$ cat src/rtl/data_v.sv
// 8-bit multicycle MIPS-subset datapath with register file, IR, MDR, A/B/ALUOut.
// Latency: state loads on the edge after controls are applied; no flow control, the controller sequences every cycle.
module data_v #(
    parameter int WIDTH   = 8,
    parameter int REGBITS = 3
) (
    input  logic             clk,
    input  logic             reset,
    input  logic [WIDTH-1:0] a1,
    input  logic [WIDTH-1:0] b1,
    input  logic [WIDTH-1:0] memdata,
    input  logic             alusrca,
    input  logic             memtoreg,
    input  logic             regdst,
    input  logic             iord,
    input  logic             pcen,
    input  logic             regwrite,
    input  logic [1:0]       pcsrc,
    input  logic [1:0]       alusrcb,
    input  logic [3:0]       irwrite,
    input  logic [2:0]       alucontrol,
    output logic [WIDTH-1:0] read1,
    output logic [WIDTH-1:0] read2,
    output logic [WIDTH-1:0] RgDst,
    output logic             zero,
    output logic [31:0]      instr,
    output logic [WIDTH-1:0] adr,
    output logic [WIDTH-1:0] writedata
);

    localparam int NREG = 2 ** REGBITS;

    logic [WIDTH-1:0]   pc_q, pc_d;
    logic [31:0]        ir_q, ir_d;
    logic [WIDTH-1:0]   mdr_q, a_q, a_d, b_q, b_d, aluout_q;
    logic [WIDTH-1:0]   rf_q [NREG];

    logic [REGBITS-1:0] rs, rt, wa;
    logic [WIDTH-1:0]   wd, sh_imm, srca, srcb, bb, sum, alu_res, nextpc;
    logic               unused_bits;

    assign rs     = ir_q[21 +: REGBITS];
    assign rt     = ir_q[16 +: REGBITS];
    assign wa     = regdst ? ir_q[11 +: REGBITS] : rt;
    assign wd     = memtoreg ? mdr_q : aluout_q;
    assign sh_imm = {ir_q[WIDTH-3:0], 2'b00};

    assign srca = alusrca ? a_q : pc_q;

    always_comb begin
        srcb = b_q;
        case (alusrcb)
            2'd0: srcb = b_q;
            2'd1: srcb = WIDTH'(1);
            2'd2: srcb = ir_q[WIDTH-1:0];
            2'd3: srcb = sh_imm;
            default: srcb = b_q;
        endcase
    end

    // Inverted B plus carry-in gives subtraction; slt takes the sign of the difference.
    assign bb  = alucontrol[2] ? ~srcb : srcb;
    assign sum = srca + bb + WIDTH'(alucontrol[2]);

    always_comb begin
        alu_res = '0;
        case (alucontrol[1:0])
            2'b00: alu_res = srca & bb;
            2'b01: alu_res = srca | bb;
            2'b10: alu_res = sum;
            2'b11: alu_res = WIDTH'(sum[WIDTH-1]);
            default: alu_res = '0;
        endcase
    end

    always_comb begin
        nextpc = '0;
        case (pcsrc)
            2'b00: nextpc = alu_res;
            2'b01: nextpc = aluout_q;
            2'b10: nextpc = sh_imm;
            default: nextpc = '0;
        endcase
    end

    always_comb begin
        pc_d = pcen ? nextpc : pc_q;
        ir_d = ir_q;
        for (int i = 0; i < 4; i++) begin
            if (irwrite[i]) ir_d[8*i +: 8] = memdata[7:0];
        end
        a_d = rf_q[rs];
        b_d = rf_q[rt];
    end

    always_ff @(posedge clk or negedge reset) begin
        if (!reset) begin
            pc_q     <= '0;
            ir_q     <= '0;
            mdr_q    <= '0;
            a_q      <= '0;
            b_q      <= '0;
            aluout_q <= '0;
        end else begin
            pc_q     <= pc_d;
            ir_q     <= ir_d;
            mdr_q    <= memdata;
            a_q      <= a_d;
            b_q      <= b_d;
            aluout_q <= alu_res;
        end
    end

    // r0 is never written, so it reads as zero without a read-side mask.
    always_ff @(posedge clk or negedge reset) begin
        if (!reset) begin
            for (int i = 0; i < NREG; i++) rf_q[i] <= '0;
        end else if (regwrite && (wa != '0)) begin
            rf_q[wa] <= wd;
        end
    end

    assign read1     = rf_q[a1[REGBITS-1:0]];
    assign read2     = rf_q[b1[REGBITS-1:0]];
    assign RgDst     = {{(WIDTH-REGBITS){1'b0}}, wa};
    assign zero      = (alu_res == '0);
    assign instr     = ir_q;
    assign adr       = iord ? aluout_q : pc_q;
    assign writedata = b_q;

    assign unused_bits = ^{a1[WIDTH-1:REGBITS], b1[WIDTH-1:REGBITS]};

endmodule

$ cat config.mk
export PLATFORM = sky130hd
export DESIGN_NAME = data_v
export DESIGN_NICKNAME = d
export VERILOG_FILES = /design/src/rtl/data_v.sv
export SDC_FILE = /design/constraint.sdc
export NUM_CORES = 1
export LEC_CHECK = 0
export CAP_MARGIN = 20
export CORE_AREA = 4 4 147 149
export CTS_CLUSTER_DIAMETER = 100
export CTS_CLUSTER_SIZE = 8
export DETAILED_ROUTE_END_ITERATION = 8
export DIE_AREA = 0 0 151 153
export PLACE_DENSITY = 0.64
export SLEW_MARGIN = 25
export SYNTH_ARGS = -nofsm -noshare
export SYNTH_HDL_FRONTEND = slang
export SYNTH_SLANG_ARGS = --single-unit
$ cat constraint.sdc
create_clock -name clk -period 3.7 [get_ports clk]
set_input_delay 0.74 -clock clk [delete_from_list [all_inputs] [get_ports clk]]
set_output_delay 0.74 -clock clk [all_outputs]
set_load 0.02 [all_outputs]
==> metrics.cfg, run 1 <==
[placement]
place_hpwl_microns=17190
place_area_sq_mm=0.009811
dp.cells=1061
port_buffers=100
place_congestion=0.9011

[synthesis]
ys_warn_count=0
synth-edff-count=0
synth_cell_types=59
synth_compound_area_share_pct=9.442
synthesis.area_sq_mm=0.007978
yosysTopAreaCellShare_pct=42.66
synthXorXnorAreaFrac_pct=0.9881
yosysTopAreaCell=dfrtp_1
synthMuxAreaShare_pct=32.07
ys_seq_area_share_pct=42.66
synth_top_family_by_area=multiplexers
synth_seq_cells=136
synthSimpleGateAreaFrac_pct=7.528
avgSynthCellArea_sq_um=12.12
synthAdderAreaFrac_pct=2.760
synthCells=658
synthFlopType=dfrtp_1
synthTopCellsByArea=dfrtp_1, mux4_2, mux2_2
synthArstFlopShare_pct=100.0

[floorplanning]
coreArea_sq_mm=0.02017
initial_core_util_pct=39.55
die_y_microns=153
die_area_sq_mm=0.02310
die_w_microns=151
ios=116
num_rows=52

[critical_path]
timing.rr.end=pc_q[7]$_DFFE_PN0P_
required_ps=2960
slowest_delay_ps=350
crit_fanout=5
path_class=in -> out
worstRegToRegCells=13
critPathLaunchType=input pin
cp-end-kind=output pin
cp_slowest_cell=fa_2
critical_path.top_delay_family=simple AND/OR/NAND/NOR gates
r2r_start=instr[0]$_DFFE_PN0P_
crit_path_frequent_cell=or3_4
cp.buffers_inverters=4
worstPathArrival_ps=3300
path_cells=buf_8, buf_12, buf_16, nor3_4, a211o_1, o21ai_2, fa_2, nand2b_4, a21oi_2, o211ai_1, or3_4, or3_4, nor4_4, buf_4
rrSetupSlack_ps=710

[layout]
fill_cells=1671
syn_to_final_growth_pct=36.06
nets=895
multiInputGateArea_sq_mm=0.004474
seqCellArea_sq_mm=0.003403
final_common_cell=dfrtp_1
final_layout_size_suffix_gt1_share_pct=39.74
finish.utilization_pct=53.82
final_cells=1118
mostFrequentLayoutCells=dfrtp_1, buf_4, clkdlybuf4s50_1, nand2_1, mux2_2
n_antenna_cell=0
final_area_sq_mm=0.01085

[clocking]
cts_root_buf=clkbuf_16
clock_latency_ps=430
htreeDepth=4
cts_buffers=17
postCtsHoldBufs=0
clk_pin_slew_ps=60
clock_path_buffers=2
tritoncts=yes
cts_sinks=136

[timing]
finalCriticalPeriod_ps=4044
worstMarginPinSlew_ps=859.4
relSlewSlack_pct=42.70
rsz0062_at_grt=true
setup_violations=1
finalClockSkew_ps=12.68
drv_slew=0
fin_ws_ps=-344.0
max_freq_mhz=247.3
hold_viol=0
post-route-period-util_pct=109.3

[drt]
drt-initial-drc-count=441
drt-wirelength-per-cell_microns=21.48
drc=0
routed_wl_microns=24010
vias=6189
via_per_inst=5.536
drt_pass1_iterations=5
ant_nets=0

[global_routing]
track_usage_pct=21.45
grt_max_degree=68
grt_remaining_overflow=0
antenna_found_initial=0
grt_pass1_wl_microns=37710
grt_pass1_vias=6691

[pwr]
power_density_mw_per_mm2=664.6
leakage_nw=4.708
p_total_mw=7.214
irDropWorstVdd_mv=0.3692

[worst_hold_path]
hold_path_class=in -> async

[job]
max-cap-violations=0

[status]
outcome=finished, violations left
violations=setup timing

==> cell families after synthesis <==
| kind of cell | Yosys count |
|---|---|
| compound gates | 118 |
| xor+xnor | 9 |
| fa+ha+maj | 17 |
| buf+inv | 79 |
| flops | 136 |
| mux | 165 |
| other cells | 1 |
| simple gates | 133 |
==> state kept, by name (all words and copies together), names as in the netlist <==
register   count
writedata      8
a_q            8
mdr_q          8
pc_q           8
instr         32
aluout_q       8
rf_q          64
==> power by group <==
group | internal [mW] | leakage, nW | switching, mW
combinational | 1.67 | 2.71 | 1.35
clock | 1.04 | 0.308 | 0.747
sequential | 1.92 | 1.69 | 0.490
total | 4.62 | 4.71 | 2.59
==> worst max path at each step <==
stage	startpoint	end	slack, ps	cells past startpoint
floorplan	alusrca	zero	-250	12
global placement	alusrcb[0]	zero	-1290	13
detailed placement	alusrcb[0]	zero	-1420	13
CTS	alusrcb[0]	zero	-370	14
global route	alusrcb[0]	zero	-450	14
finish	alusrcb[0]	zero	-340	14
==> Yosys cell counts (3+ instances only) <==
| master | n |
|---|---|
| inv_1 | 23 |
| a21oi_1 | 11 |
| o21a_1 | 7 |
| buf_6 | 3 |
| mux2_2 | 75 |
| mux2i_1 | 25 |
| nand2_1 | 81 |
| o22a_1 | 3 |
| buf_2 | 6 |
| nand3_1 | 9 |
| buf_4 | 6 |
| a31oi_1 | 3 |
| a22oi_1 | 3 |
| nand2b_1 | 4 |
| dfrtp_1 | 136 |
| clkbuf_1 | 32 |
| nor2b_1 | 8 |
| xnor2_1 | 9 |
| nor2_1 | 16 |
| buf_1 | 6 |
| a211oi_1 | 3 |
| o21ai_0 | 70 |
| ha_1 | 16 |
| mux4_2 | 64 |
==> layout make-up <==
| cell class | instances | area share, % |
|---|---|---|
| clock buffer | 17 | 3.919 |
| inverter | 25 | 0.8646 |
| timing repair buffer | 208 | 17.72 |
| tap | 270 | 3.112 |
| multi-input combinational | 447 | 41.22 |
| sequential | 136 | 31.35 |
| clock inverter | 15 | 1.810 |
==> per-layer routing <==
layer  track usage, %  vias up  share of wire, %
met5                0        -                 0
met4            9.067        0               3.5
met3            5.419       52               5.9
met2            33.94      256                49
met1            28.07     3109                42
li1                 -     2772                 -
==> timing repair <==
item / CTS / global route
resized for setup: 45 / 26
pin swaps: 26 / 17
cloned: 1 / 0
endpoints found under the setup margin: 1 / 1
buffers inserted: 19 / 5
==> metrics by stage <==
stage	hold slack, ps	TNS, ps	worst slack (ps)
final	420.7	-344.0	-344.0
after global routing	452.7	-448.0	-448.0
after CTS	440.4	-371.4	-371.4
after detailed placement	425.1	-2781	-1422
after global placement	412.5	-2067	-1293
after floorplan	444.4	-254.8	-254.8
No activity file was read; power rests on OpenSTA's default activity.
==> inputs of run 2 (changes only) <==
--- a/config.mk
+++ b/config.mk
@@ -12,7 +12,7 @@
 export DETAILED_ROUTE_END_ITERATION = 8
 export DIE_AREA = 0 0 151 153
 export PLACE_DENSITY = 0.64
-export SLEW_MARGIN = 25
+export SLEW_MARGIN = 40
 export SYNTH_ARGS = -nofsm -noshare
 export SYNTH_HDL_FRONTEND = slang
 export SYNTH_SLANG_ARGS = --single-unit
==> metrics.cfg, run 2 (synthesis results as in run 1) <==
[pwr]
irDropWorstVdd_mv=0.3687
p_total_mw=7.220
leakage_nw=4.710
power_density_mw_per_mm2=665.0

[global_routing]
grt_remaining_overflow=0
grt_max_degree=68
grt_pass1_vias=6691
antenna_found_initial=0
track_usage_pct=21.45
grt_pass1_wl_microns=37710

[critical_path]
required_ps=2960
worstRegToRegCells=13
r2r_start=instr[0]$_DFFE_PN0P_
rrSetupSlack_ps=700
crit_fanout=5
path_class=in -> out
worstPathArrival_ps=3300
timing.rr.end=pc_q[7]$_DFFE_PN0P_
cp-end-kind=output pin
critPathLaunchType=input pin

[drt]
drt-initial-drc-count=390
via_per_inst=5.554
drc=0
vias=6209
drt-wirelength-per-cell_microns=21.54
drt_pass1_iterations=5
ant_nets=0
routed_wl_microns=24090

[layout]
regMostFlops=rf_q
nets=895
mostFrequentLayoutCells=dfrtp_1, buf_4, clkdlybuf4s50_1, nand2_1, mux2_2
n_antenna_cell=0
fill_cells=1673
final_cells=1118
syn_to_final_growth_pct=36.10
final_common_cell=dfrtp_1
largest_reg_flops=64
final_layout_size_suffix_gt1_share_pct=39.74

[timing]
post-route-period-util_pct=109.1
drv_slew=0
finalCriticalPeriod_ps=4036
relSlewSlack_pct=46.74
setup_violations=1
rsz0062_at_grt=true
max_freq_mhz=247.8
finalClockSkew_ps=12.80
hold_viol=0
fin_ws_ps=-335.8
worstMarginPinSlew_ps=796.6

[floorplanning]
initial_core_util_pct=39.55
die_y_microns=153
die_w_microns=151
die_area_sq_mm=0.02310
num_rows=52
coreArea_sq_mm=0.02017
ios=116

[job]
max-cap-violations=0

[clocking]
clock_path_buffers=2
clock_latency_ps=430
tritoncts=yes
cts_root_buf=clkbuf_16
clk_pin_slew_ps=60
htreeDepth=4
cts_sinks=136
postCtsHoldBufs=0
cts_buffers=17

[worst_hold_path]
hold_path_class=in -> async

[status]
outcome=finished, violations left
violations=setup timing

[placement]
dp.cells=1061
place_hpwl_microns=17190
port_buffers=100
place_congestion=0.9011

run 2: cell types whose count changed in the layout (fill, tap and decap cells not counted):
| cell | before | now |
|---|---|---|
| buf_4 | 98 | 97 |
| buf_6 | 4 | 5 |
run 2: how the worst max path moves through the flow:
stage,start,to,slack (ps),depth (start not counted)
global placement,alusrcb[0],zero,-1290,13
CTS,alusrcb[0],zero,-370,14
finish,alusrcb[0],zero,-340,14
floorplan,alusrca,zero,-250,12
global route,alusrcb[0],zero,-450,14
detailed placement,alusrcb[0],zero,-1420,13
run 2: metrics by stage:
step / hold slack (ps) / util (%) / setup TNS (ps) / area [sq um] / setup WS (ps)
2_1_floorplan: 444.4 / - / -254.8 / 8041 / -254.8
3_3_place_gp: 412.5 / 48.64 / -2067 / 9811 / -1293
3_5_place_dp: 425.1 / 48.64 / -2781 / 9811 / -1422
5_1_grt: 356.9 / 53.83 / -448.0 / 10860 / -448.0
4_1_cts: 440.4 / 52.98 / -371.4 / 10690 / -371.4
6_report: 301.0 / 53.83 / -335.8 / 10860 / -335.8
run 2: final cells by class:
type	instances	area (sq um)	share of cell area, %
multi-input cells	447	4474	41.21
repair buffers	208	1927	17.75
clock buffers	17	425.4	3.918
flip-flops and latches	136	3403	31.34
inverters	25	93.84	0.8643
well taps	270	337.8	3.111
clock inverters	15	196.4	1.809
run 2: critical path, stage by stage:
cell and delay [ps]:
buf_8 100, buf_12 120, buf_16 130, nor3_4 190
a211o_1 150, o21ai_2 70, fa_2 350, nand2b_4 170
a21oi_2 110, o211ai_1 150, or3_4 350, or3_4 340
nor4_4 130, buf_4 180
run 2: metal layers:
layer	vias to the layer above	part of all wire, %	GRT usage (%)
met5	-	0	0
met4	0	3.5	9.067
met3	54	6.1	5.419
met2	257	49	33.94
met1	3124	42	28.07
li1	2774	-	-
run 2: power breakdown:
part / switching (mW) / leakage, nW / total (mW) / internal [mW]
Combinational: 1.35 / 2.71 / 3.02 / 1.67
Clock: 0.749 / 0.308 / 1.79 / 1.04
Sequential: 0.493 / 1.69 / 2.41 / 1.92
run 2: what timing repair did:
| action | CTS | global route |
|---|---|---|
| gates cloned | 1 | 0 |
| buffers inserted | 19 | 5 |
| endpoints found under the hold margin | 0 | 0 |
| pin swaps | 26 | 17 |
| endpoints found under the setup margin | 1 | 1 |
| resized for setup | 45 | 26 |
==> inputs of run 3 (changes only) <==
--- a/config.mk
+++ b/config.mk
@@ -5,7 +5,6 @@
 export SDC_FILE = /design/constraint.sdc
 export NUM_CORES = 1
 export LEC_CHECK = 0
-export CAP_MARGIN = 20
 export CORE_AREA = 4 4 147 149
 export CTS_CLUSTER_DIAMETER = 100
 export CTS_CLUSTER_SIZE = 8
==> results of run 3 <==
The final DEF is identical to that of run 2; final timing and power are the same.
